`src/rtl/regfile_write_arbiter_pkg.sv`:
```
// Shared constants for the register-file write arbiter: default widths, the
// hardwired zero register and the fixed requester slot assignment.
package regfile_write_arbiter_pkg;

  localparam int NUM_REQ_DEFAULT    = 4;
  localparam int DATA_WIDTH_DEFAULT = 16;
  localparam int ADDR_WIDTH_DEFAULT = 3;

  localparam int ZERO_REG = 0;

  localparam int REQ_ALU   = 0;
  localparam int REQ_MEM   = 1;
  localparam int REQ_LINK  = 2;
  localparam int REQ_SPARE = 3;

  function automatic int ptr_width(input int n);
    return (n > 1) ? $clog2(n) : 1;
  endfunction

endpackage

```
`src/rtl/regfile_write_arbiter_rr_pick.sv`:
```
// Combinational rotate-priority picker: returns the first eligible index at or
// after ptr, wrapping to index 0, as a one-hot vector.
module regfile_write_arbiter_rr_pick #(
  parameter int N     = 4,
  parameter int PTR_W = 2
) (
  input  logic [N-1:0]     elig,
  input  logic [PTR_W-1:0] ptr,
  output logic [N-1:0]     onehot,
  output logic             valid
);

  logic found;

  // First pass covers ptr..N-1, second pass wraps around to 0..ptr-1.
  always_comb begin
    onehot = '0;
    found  = 1'b0;
    for (int i = 0; i < N; i++) begin
      if (!found && elig[i] && (PTR_W'(i) >= ptr)) begin
        onehot[i] = 1'b1;
        found     = 1'b1;
      end
    end
    for (int i = 0; i < N; i++) begin
      if (!found && elig[i]) begin
        onehot[i] = 1'b1;
        found     = 1'b1;
      end
    end
  end

  assign valid = found;

endmodule

```
`src/rtl/regfile_write_arbiter.sv`:
```
// Round-robin arbiter sharing the single register-file write port between the
// writeback sources; one registered write per cycle, frozen by hazard hold.
module regfile_write_arbiter
  import regfile_write_arbiter_pkg::*;
#(
  parameter int NUM_REQ      = NUM_REQ_DEFAULT,
  parameter int DATA_WIDTH   = DATA_WIDTH_DEFAULT,
  parameter int ADDR_WIDTH   = ADDR_WIDTH_DEFAULT,
  parameter bit ZERO_DISCARD = 1'b1
) (
  input  logic                          clk,
  input  logic                          reset,
  input  logic                          hold,
  input  logic [NUM_REQ-1:0]            req,
  input  logic [NUM_REQ*ADDR_WIDTH-1:0] req_addr,
  input  logic [NUM_REQ*DATA_WIDTH-1:0] req_data,
  output logic [NUM_REQ-1:0]            gnt,
  output logic                          wr_en,
  output logic [ADDR_WIDTH-1:0]         wr_addr,
  output logic [DATA_WIDTH-1:0]         wr_data,
  output logic                          busy
);

  localparam int PTR_W = ptr_width(NUM_REQ);
  localparam logic [ADDR_WIDTH-1:0] ZERO_ADDR = ADDR_WIDTH'(ZERO_REG);

  // Handshake: req[i] is a level request whose addr/data slice must stay stable
  // until gnt[i] pulses; the transfer happens on that edge, and req[i] falls the
  // next cycle. gnt_q masks the just-granted requester so its trailing req is
  // never taken as a second request. Dropping req before gnt withdraws it.
  logic [NUM_REQ-1:0]    gnt_q;
  logic [NUM_REQ-1:0]    eligible;
  logic [NUM_REQ-1:0]    win_oh;
  logic                  win_valid;
  logic [PTR_W-1:0]      rr_ptr;
  logic [PTR_W-1:0]      rr_ptr_next;
  logic [PTR_W-1:0]      win_idx;
  logic [ADDR_WIDTH-1:0] sel_addr;
  logic [DATA_WIDTH-1:0] sel_data;

  assign eligible = req & ~gnt_q;
  assign busy     = |eligible;

  regfile_write_arbiter_rr_pick #(
    .N     (NUM_REQ),
    .PTR_W (PTR_W)
  ) u_rr_pick (
    .elig   (eligible),
    .ptr    (rr_ptr),
    .onehot (win_oh),
    .valid  (win_valid)
  );

  always_comb begin
    win_idx  = '0;
    sel_addr = '0;
    sel_data = '0;
    for (int i = 0; i < NUM_REQ; i++) begin
      if (win_oh[i]) begin
        win_idx  = PTR_W'(i);
        sel_addr = req_addr[i*ADDR_WIDTH +: ADDR_WIDTH];
        sel_data = req_data[i*DATA_WIDTH +: DATA_WIDTH];
      end
    end
    rr_ptr_next = (win_idx == PTR_W'(NUM_REQ - 1)) ? '0 : win_idx + 1'b1;
  end

  always_ff @(posedge clk) begin
    if (reset) begin
      gnt_q   <= '0;
      wr_en   <= 1'b0;
      wr_addr <= '0;
      wr_data <= '0;
      rr_ptr  <= '0;
    end else if (win_valid && !hold) begin
      gnt_q   <= win_oh;
      wr_addr <= sel_addr;
      wr_data <= sel_data;
      // Writes to the hardwired zero register are granted but never committed.
      wr_en   <= !(ZERO_DISCARD && (sel_addr == ZERO_ADDR));
      rr_ptr  <= rr_ptr_next;
    end else begin
      gnt_q <= '0;
      wr_en <= 1'b0;
    end
  end

  assign gnt = gnt_q;

endmodule

```
`config.mk`:
```
export PLATFORM = sky130hd
export DESIGN_NAME = regfile_write_arbiter
export DESIGN_NICKNAME = d
export VERILOG_FILES = /design/src/rtl/regfile_write_arbiter_pkg.sv /design/src/rtl/regfile_write_arbiter_rr_pick.sv /design/src/rtl/regfile_write_arbiter.sv
export SDC_FILE = /design/constraint.sdc
export NUM_CORES = 1
export LEC_CHECK = 0
export BUFFER_PORTS_ARGS = -buffer_cell sky130_fd_sc_hd__clkbuf_2
export CAP_MARGIN = 20
export CORE_MARGIN = 2
export CORE_UTILIZATION = 38
export DETAILED_ROUTE_END_ITERATION = 8
export GPL_TIMING_DRIVEN = 0
export PLACE_DENSITY = 0.77
export SLEW_MARGIN = 20
export SYNTH_ARGS = -nofsm -noshare
export SYNTH_HDL_FRONTEND = slang
export SYNTH_SLANG_ARGS = --single-unit
```
`constraint.sdc`:
```
create_clock -name clk -period 1.6 [get_ports clk]
set_clock_uncertainty 0.05 [all_clocks]
set_input_delay 0.08 -clock clk [delete_from_list [all_inputs] [get_ports clk]]
set_output_delay 0.08 -clock clk [all_outputs]
set_load 0.02 [all_outputs]
```
==> impl_results.md, run 1 <==
- Largest family of logic cells by synthesized area: compound AO/OA/AOI/OAI gates
- Logic pwr share: 45.5%
- Setup violations, final: 22
- Maximum VDD drop: 0.353 mV
- Clock Latency Late Sink: 0.27 ns
- Final Max Tran Viols: 0
- Initial DRT Pass Iterations: 4
- Failing checks: setup timing
- Post-Layout Cell Count: 381
- Clk sinks: 26
- Final antenna-violating net count: 0
- Dpl cells: ~360
- Synthesized Nets: 284
- Net Switching: 0.000723 W
- Post-synthesis sequential area ratio: 31.9%
- Fin crit share: 109%
- Port bufs: 106
- CTS max path bufs: 2
- GRT Total Usage: between 20% and 30%
- Number of synthesized flops with an enable pin: 0
- GRT overflow: 0
- Row cnt: 23
- Leakage power: approximately 1.3 nW
- WS Path Type: flop to flop
- Via-to-Cell Ratio: 5.57
- Post-Synth XOR/XNOR Area: 0%
- Post-synthesis simple-gate area fraction: between 20% and 30%
- First-pass GRT wire length: 9.70 mm
- Cell Int Power: 0.00131 W
- ANT cells: 0
- CP max FO: 6
- Synth Instances: 201
- Status: complete, but fails checks
- Final total negative setup slack: -1.26 ns
- Syn Std Cell Area: 1630 um^2
- Unrepaired setup endpoints after global routing: true
- Final wirelength: 6.33 mm
- Commonest non-fill, non-tap cell in the layout: clkbuf_2
- Final Util: 70.9%
- DPL Wire Length: 4.08 mm
- F_max: 571 MHz
- Die Wd: between 60 and 70 um
- Total power: 0.00204 W
- Adder-cell share of the synthesized area: 0%
- Hold Path Class: input port to flop
- CTS tree: done
- WL per Instance: 16.6 um
- Via count: approximately 2100
- Power per cell area: 708 nW/um^2
- Max cap viols: 0
- Area Growth Syn to Fin: 76.2%
- Clock network power share: a little under a fifth
- Most frequent cells in the layout: clkbuf_2, nor2_1, o21ai_1
- CP endpoint kind: flop
- Post-DP Area: 2270 um^2
- Syn avg cell area: ~8 um^2
- Distinct cells, synth: 39
- Post-route DRC: 0
- Num CTS Buffers: 3
- Worst slew margin: 65.6%
- Synthesis warning total: 0
- Nets: 416
- Routability Congestion: ~0.8
- # IOs: between 100 and 150
- Final instance area: around 2900 um^2
- Reg power frac: 36.2%
- Minimum clock period after layout: 1.75 ns
- Share of layout cells above drive strength 1: between 60% and 70%
- Final Hold Viols: 0
- Ys async rst share: 0%
- Initial antenna violation count: 0
- Compound-cell area share of the yosys netlist: 40.4%
- Placeable Area: 4060 um^2
- Die area: 4840 um^2
- Number of DRC markers in iteration 0: 95
- Worst-margin pin slew: 0.516 ns
- Final Worst Setup Slack: -0.151 ns
- Die height: 69.6 um
- Vias in the first global route: 2112
- Required @ worst endpoint: 1.70 ns
- H-tree Lvls: 1
- Initial Util: 40.2%
- Mux cell area share after synthesis: 0%
- Crit path launch type: flop
- Sw Ratio: 35.5%
- Arrival time at the worst endpoint: roughly 1.9 ns
- Largest net degree at the start of global routing: 14
- Yosys reg bits: 26
- Clk root buf: clkbuf_8
- Main flop type after synthesis: dfxtp_1
- Clk pin slew, worst setup/hold paths: approximately 0.090 ns
[registers in the layout, indices dropped and copies added, names as in the netlist]
register and cells:
gnt 4, rr_ptr 2, wr_addr 3, wr_data 16, wr_en 1
[cell families after synthesis]
| kind of cell | count (synthesis) |
|---|---|
| buffers and inverters | 17 |
| AO/OA/AOI/OAI | 87 |
| flip-flops | 26 |
| AND/OR/NAND/NOR | 71 |
[layout make-up]
type / count / area [um^2]
Multi-Input combinational cell: 158 / 1300
Fill cell: 315 / 1180
Timing Repair Buffer: 128 / 771
Sequential cell: 26 / 536
Buffer: 14 / 158
Tap cell: 50 / 62.6
Clock buffer: 3 / 41.3
Inverter: 2 / 7.51
[critical path, cell delays in order (launching register included)]
cell      delay (ns)
dfxtp_4         0.36
nor2b_4         0.18
buf_6           0.14
a21oi_4         0.05
buf_6           0.14
and2b_1         0.17
a22o_1          0.19
a211oi_2        0.24
a31oi_1         0.12
[timing repair]
item | 4_1_cts | 5_1_grt
endpoints found under the setup margin | 25 | 26
buffers inserted | 17 | 3
pin swaps | 22 | 15
gates cloned | 1 | 1
hold buffers | 0 | 0
resized for setup | 33 | 51
[synth_stat cells, types with 2 or more instances]
cell type,count,share of area [%]
nor2_1,29,6.7
dfxtp_1,26,32
nand2_1,22,5.1
o21ai_1,19,5.8
a31oi_1,18,6.9
o21ai_0,15,4.6
a221oi_2,11,10
a221oi_1,6,3.2
a21oi_1,4,1.2
buf_2,4,1.2
buf_4,4,1.8
clkbuf_1,4,0.92
nand2b_1,4,1.5
a211oi_1,2,0.92
a211oi_2,2,1.5
and2_1,2,0.77
and2b_1,2,0.92
buf_6,2,1.4
inv_1,2,0.46
nor2_2,2,0.77
nor3_1,2,0.61
o21ai_2,2,1.1
[metal layers]
layer	vias up	global-route usage, %	wire (um)
li1	1010	-	-
met1	1007	29.3	2520
met2	94	45.3	3350
met3	10	3.05	352
met4	0	8.06	119
met5	-	0	0
[final timing paths]
check	endpoint	startpoint	slack (ns)	cells after the start
max	wr_en$_SDFF_PP0_	gnt[2]$_SDFF_PP0_	-0.15	8
max reg2reg	wr_en$_SDFF_PP0_	gnt[2]$_SDFF_PP0_	-0.15	8
min reg2reg	wr_data[4]$_SDFFE_PP0P_	wr_data[4]$_SDFFE_PP0P_	0.40	2
min	wr_data[10]$_SDFFE_PP0P_	req_data[58]	0.02	3
[stage by stage]
step,worst slack [ns],hold slack (ns)
final,-0.151,0.0200
after global routing,-0.229,0.0302
after CTS,-0.124,0.0198
after detailed placement,-0.360,0.310
after global placement,-0.342,0.301
after floorplan,-0.0461,0.192
[power groups by stage]
stage	logic (W)	clock network (W)	registers [W]
floorplan	0.000376	0	0.000807
global placement	0.000663	0	0.000748
detailed placement	0.000670	0	0.000748
CTS	0.000809	0.000387	0.000735
global route	0.000988	0.000420	0.000744
finish	0.000926	0.000373	0.000738
Note: power is estimated with default switching activity, not from simulation.
==> run 2, diff against run 1 <==
--- a/config.mk
+++ b/config.mk
@@ -12,6 +12,7 @@
 export DETAILED_ROUTE_END_ITERATION = 8
 export GPL_TIMING_DRIVEN = 0
 export PLACE_DENSITY = 0.77
+export SKIP_CTS_REPAIR_TIMING = 1
 export SLEW_MARGIN = 20
 export SYNTH_ARGS = -nofsm -noshare
 export SYNTH_HDL_FRONTEND = slang
==> impl_results.md, run 2 (synthesis gave the netlist of run 1 again) <==
- Crit path launch type: flop
- Commonest non-fill, non-tap cell in the layout: clkbuf_2
- F_max: 564 MHz (-1.2%)
- Arrival time at the worst endpoint: 1.89 ns (+0.04 ns)
- Placeable Area: 4060 um^2 (unchanged)
- Max incr delay on CP: 0.44 ns (+0.08 ns)
- R2R Setup Slk: -0.17 ns (-0.02 ns)
- Hold Path Class: input port to flop
- Final instance area: 2570 um^2 (-11%)
- Buf/Inv on CP: 2 (unchanged)
- DPL Wire Length: 4.08 mm (unchanged)
- Setup violations, final: 23 (+4.5%)
- Reg with most FFs: wr_data
- Die Wd: 69.6 um (unchanged)
- Most frequent cells in the layout: clkbuf_2, nor2_1, nand2_1
- Worst-margin pin slew: 0.482 ns (-0.0345 ns)
- Port bufs: 106 (unchanged)
- Unrepaired setup endpoints after global routing: true
- Minimum clock period after layout: 1.77 ns (+0.0220 ns)
- Row cnt: 23 (unchanged)
- Clock Latency Late Sink: 0.27 ns (about the same)
- # IOs: 108 (unchanged)
- Area Growth Syn to Fin: 57.2%
- Largest net degree at the start of global routing: 14 (unchanged)
- Final antenna-violating net count: 0 (unchanged)
- Via-to-Cell Ratio: 5.43 (-2.5%)
- CP endpoint kind: flop
- Critical Path Sink: wr_data[11]$_SDFFE_PP0P_
- CTS tree: done
- Worst path depth: 8 (unchanged)
- Final Max Tran Viols: 0 (unchanged)
- Maximum VDD drop: 0.467 mV (+32%)
- Power per cell area: 748 nW/um^2 (+5.7%)
- Post-DP Area: 2270 um^2 (unchanged)
- Final total negative setup slack: -2.71 ns (-1.45 ns)
- Leakage power: 1.15 nW (-8.7%)
- Vias in the first global route: 1917 (-9.2%)
- Worst flop-to-flop path endpoint: wr_data[11]$_SDFFE_PP0P_
- H-tree Lvls: 1 (unchanged)
- First-pass GRT wire length: 8.65 mm (-11%)
- Final Hold Viols: 0 (unchanged)
- Clk sinks: 26 (unchanged)
- Final Worst Setup Slack: -0.173 ns (-0.0220 ns)
- Max cap viols: 0 (unchanged)
- Clk pin slew, worst setup/hold paths: 0.09 ns (about the same)
- Max reg flops: 16 (unchanged)
- Die area: 4840 um^2 (unchanged)
- Worst path slowest cell: dfxtp_1
- Initial Util: 40.2% (unchanged)
- Top delay family on crit path: compound AO/OA/AOI/OAI gates
- Fillers: 356 (+13%)
- WS Path Type: flop to flop
- Worst slew margin: 67.9% (+2.3 points)
- Final wirelength: 5.68 mm (-10%)
- Via count: 2008 (-5.3%)
- Routability Congestion: 0.812 (unchanged)
- WL per Instance: 15.3 um (-7.7%)
- CP max FO: 10 (+4)
- Failing checks: setup timing
- R2R depth: 8 (unchanged)
- Number of DRC markers in iteration 0: 121 (+27%)
- Worst setup startpoint: rr_ptr[0]$_SDFFE_PP0P_
- CP Cell Sequence: nand2_2 -> a21o_1 -> clkbuf_4 -> buf_6 -> a31oi_2 -> nor2_1 -> a221oi_4 -> o21ai_1
- RR Startpoint: rr_ptr[0]$_SDFFE_PP0P_
- Fin crit share: 111% (+1.4 points)
- GRT Total Usage: 21.8% (-2.8 points)
- Initial DRT Pass Iterations: 4 (unchanged)
- Worst Hold Depth: 3 (unchanged)
- Clk root buf: clkbuf_8
- ANT cells: 0 (unchanged)
- Required @ worst endpoint: 1.72 ns (+0.02 ns)
- CTS max path bufs: 2 (unchanged)
- Share of layout cells above drive strength 1: 57.5% (-7.5 points)
- Nets: 405 (-2.6%)
- Status: complete, but fails checks
- Die height: 69.6 um (unchanged)
- Post-route DRC: 0 (unchanged)
- GRT overflow: 0 (unchanged)
- Initial antenna violation count: 0 (unchanged)
- Num CTS Buffers: 3 (unchanged)
run 2: report_power, final:
part / internal [W] / switching, W / total, W / leakage (nW)
sequential: 0.000700 / 0.0000354 / 0.000736 / 0.217
combinational: 0.000376 / 0.000431 / 0.000807 / 0.908
clock: 0.000169 / 0.000208 / 0.000377 / 0.0216
run 2: stage by stage:
| stage | std cells | total power (W) | hold slack, ns | worst slack (ns) | utilization, % |
|---|---|---|---|---|---|
| 6_report | 370 | 0.00192 | 0.0282 | -0.173 | 63.2 |
| 5_1_grt | 370 | 0.00202 | 0.0332 | -0.263 | 63.2 |
| 4_1_cts | 360 | 0.00179 | 0.0246 | -0.388 | 57.1 |
| 3_5_place_dp | 357 | 0.00142 | 0.310 | -0.360 | 56.1 |
| 3_3_place_gp | 357 | 0.00141 | 0.301 | -0.342 | 56.1 |
| 2_1_floorplan | 201 | 0.00118 | 0.192 | -0.0461 | - |
run 2: layer usage:
| layer | up-vias | share of wire [%] | GRT usage, % | routed length [um] |
|---|---|---|---|---|
| met5 | - | 0 | 0 | 0 |
| met4 | 0 | 1.5 | 6.97 | 86 |
| met3 | 10 | 6.1 | 2.76 | 349 |
| met2 | 80 | 52 | 39.1 | 2960 |
| met1 | 924 | 40 | 26.9 | 2280 |
| li1 | 994 | - | - | - |
run 2: worst min-delay path by stage:
stage | slack, ns | end | from
final | 0.03 | wr_data[8]$_SDFFE_PP0P_ | req_data[24]
after global routing | 0.03 | wr_data[8]$_SDFFE_PP0P_ | req_data[24]
after CTS | 0.02 | wr_data[10]$_SDFFE_PP0P_ | req_data[26]
after detailed placement | 0.31 | wr_data[8]$_SDFFE_PP0P_ | req_data[24]
after global placement | 0.30 | wr_data[6]$_SDFFE_PP0P_ | req_data[22]
after floorplan | 0.19 | gnt[0]$_SDFF_PP0_ | req[0]
run 2: layout make-up:
| type | instances | area (um^2) | area share [%] |
|---|---|---|---|
| buffer | 15 | 138 | 5.36 |
| clock buffer | 3 | 41.3 | 1.61 |
| inverter | 2 | 7.51 | 0.293 |
| multi-input combinational | 159 | 1150 | 44.8 |
| sequential | 26 | 534 | 20.8 |
| tap | 50 | 62.6 | 2.44 |
| timing repair buffer | 115 | 633 | 24.7 |
run 2: worst reg2reg max path: stages (launching register included):
cell and delay (ns):
dfxtp_1 0.44, nand2_2 0.13, a21o_1 0.17, clkbuf_4 0.18, buf_6 0.16, a31oi_2 0.18, nor2_1 0.08, a221oi_4 0.20
o21ai_1 0.08
==> run 3, diff against run 2 <==
--- a/config.mk
+++ b/config.mk
@@ -16,4 +16,5 @@
 export SLEW_MARGIN = 20
 export SYNTH_ARGS = -nofsm -noshare
 export SYNTH_HDL_FRONTEND = slang
+export SYNTH_HIERARCHICAL = 1
 export SYNTH_SLANG_ARGS = --single-unit
==> impl_results.md, run 3 <==
- Area taken by multi-input logic gates: 1160 um^2 (+0.65%)
- GRT Total Usage: 21.8% (+0.030 points)
- Largest net degree at the start of global routing: 14 (unchanged)
- Post-synthesis sequential area ratio: 32.5% (+0.65 points)
- Unrepaired setup endpoints after global routing: true
- Fillers: 365 (+2.5%)
- WS Path Type: flop to flop
- Share of layout cells above drive strength 1: 53.1% (-4.4 points)
- Clock Latency Late Sink: 0.27 ns (about the same)
- Final Hold Viols: 0 (unchanged)
- First-pass GRT wire length: 7.76 mm (-10%)
- Final wirelength: 5.57 mm (-1.8%)
- Failing checks: setup timing
- F_max: 487 MHz (-14%)
- Post-synth top cells: a21oi_1, dfxtp_1, nor2b_1
- Vias in the first global route: 1719 (-10%)
- Worst Hold Depth: 2 (-1)
- R2R depth: 10 (+2)
- CP endpoint kind: flop
- Initial antenna violation count: 0 (unchanged)
- Fin crit share: 128% (+18 points)
- Maximum VDD drop: 0.651 mV (+39%)
- Syn avg cell area: 7.84 um^2 (-3.4%)
- Required @ worst endpoint: 1.71 ns (about the same)
- Row cnt: 23 (unchanged)
- R2R Setup Slk: -0.45 ns (-0.28 ns)
- Yosys reg bits: 26 (unchanged)
- Clk sinks: 26 (unchanged)
- Die height: 68.9 um (-0.94%)
- Synth area leader: dfxtp_1
- CTS tree: done
- Synth area leaders: dfxtp_1, nor2b_1, a221oi_1, o31a_1, a21oi_1
- RR Startpoint: gnt[2]$_SDFF_PP0_
- Hold Path Class: input port to flop
- HP Start: reset
- Worst slew margin: 62.5% (-5.4 points)
- Hold endpoint: wr_addr[1]$_SDFFE_PP0N_
- Crit path launch type: flop
- CTS max path bufs: 2 (unchanged)
- Final instance area: 2530 um^2 (-1.4%)
- Synthesis warning total: 6 (+6)
- Syn Std Cell Area: 1600 um^2 (-2.0%)
- Number of DRC markers in iteration 0: 79 (-35%)
- Worst flop-to-flop path endpoint: wr_en$_SDFF_PP0_
- Final Worst Setup Slack: -0.454 ns (-0.281 ns)
- DPL Wire Length: 4.01 mm (-1.9%)
- Hold slack final: 0.0431 ns (+0.0149 ns)
- Ys async rst share: 0% (unchanged)
- Area Growth Syn to Fin: 58.2%
- Initial DRT Pass Iterations: 4 (unchanged)
- # IOs: 108 (unchanged)
- Final Util: 62.8% (-0.42 points)
- Arrival time at the worst endpoint: 2.17 ns (+0.28 ns)
- Num CTS Buffers: 3 (unchanged)
- Worst-margin pin slew: 0.563 ns (+0.0811 ns)
- Minimum clock period after layout: 2.05 ns (+0.281 ns)
- Initial Util: 39.7% (-0.52 points)
- Synthesized Nets: 287 (+1.1%)
- Placeable Area: 4030 um^2 (-0.71%)
- ANT cells: 0 (unchanged)
- Clk pin slew, worst setup/hold paths: 0.09 ns (about the same)
- Post-DP Area: 2240 um^2 (-1.6%)
- CP max FO: 7 (-3)
- FF+latch area: 526 um^2 (-1.6%)
- Port bufs: 107 (+0.94%)
- Via-to-Cell Ratio: 5.56 (+2.5%)
- Status: complete, but fails checks
- Most frequent cells in the layout: clkbuf_2, a21oi_1, dfxtp_1
- Via count: 2047 (+1.9%)
- Die Wd: 68.9 um (-0.94%)
- Leakage power: 1.19 nW (+3.6%)
- Max reg flops: 16 (unchanged)
- Distinct cells, synth: 30 (-23%)
- Commonest non-fill, non-tap cell in the layout: clkbuf_2
- GRT overflow: 0 (unchanged)
- Main flop type after synthesis: dfxtp_1
- Die area: 4750 um^2 (-1.9%)
- Routability Congestion: 0.767 (-5.5%)
- Final antenna-violating net count: 0 (unchanged)
- Dpl cells: 361 (+1.1%)
- Clk root buf: clkbuf_8
- Post-Layout Cell Count: 368 (-0.54%)
- H-tree Lvls: 1 (unchanged)
- Number of synthesized flops with an enable pin: 0 (unchanged)
- Post-route DRC: 0 (unchanged)
- Final total negative setup slack: -7.32 ns (-4.61 ns)
- Synth top area share: 32.5% (+0.65 points)
- Final Max Tran Viols: 0 (unchanged)
- Synth Instances: 204 (+1.5%)
- Reg with most FFs: wr_data
- WL per Instance: 15.1 um (-1.3%)
- Power per cell area: 791 nW/um^2 (+5.8%)
- Max cap viols: 0 (unchanged)
- Setup violations, final: 23 (unchanged)
- Nets: 403 (-0.49%)
==> run 3: worst max-delay path, stage by stage (launching register included) <==
cell	delay, ns
dfxtp_2	0.34
nor2b_4	0.18
o21a_1	0.15
o22ai_1	0.07
and2_4	0.18
nor2b_1	0.12
buf_4	0.16
buf_8	0.13
a221o_1	0.29
a22oi_2	0.16
a21boi_1	0.10
==> run 3: layer usage <==
layer / track usage, % / routed length [um]
met1: 26.7 / 2240
met3: 5.84 / 451
met2: 38.5 / 2850
met4: 4.41 / 31
met5: 0 / 0
==> run 3: worst max path at each step <==
stage	startpoint	endpoint
floorplan	gnt[2]$_SDFF_PP0_	wr_addr[1]$_SDFFE_PP0N_
global placement	gnt[2]$_SDFF_PP0_	wr_addr[1]$_SDFFE_PP0N_
detailed placement	gnt[2]$_SDFF_PP0_	wr_addr[1]$_SDFFE_PP0N_
CTS	gnt[0]$_SDFF_PP0_	wr_data[8]$_SDFFE_PP0N_
global route	gnt[2]$_SDFF_PP0_	wr_en$_SDFF_PP0_
finish	gnt[2]$_SDFF_PP0_	wr_en$_SDFF_PP0_
==> run 3: area by class of cell <==
cell class	instances	area share, %
Tap cell	50	2.47
Multi-Input combinational cell	157	45.7
Clock buffer	3	1.63
Timing Repair Buffer	111	23.5
Inverter	2	0.297
Sequential cell	26	20.8
Buffer	19	5.59
==> run 3: cell families after synthesis <==
| logic type | synth area share [%] |
|---|---|
| AOI/OAI and AO/OA | 32.3 |
| buffers and inverters | 6.02 |
| DFF | 32.5 |
| and+or+nand+nor | 29.2 |
==> run 3: metrics by stage <==
step	setup slack, ns	power, W
finish	-0.454	0.00200
CTS	-0.513	0.00186
global placement	-0.476	0.00148
detailed placement	-0.496	0.00149
floorplan	-0.373	0.00124
global route	-0.524	0.00212
==> run 3: report_power, final <==
group / switching (W) / total, W / internal (W)
registers: 0.0000403 / 0.000749 / 0.000709
clock network: 0.000209 / 0.000378 / 0.000169
logic: 0.000455 / 0.000875 / 0.000420
total: 0.000704 / 0.00200 / 0.00130
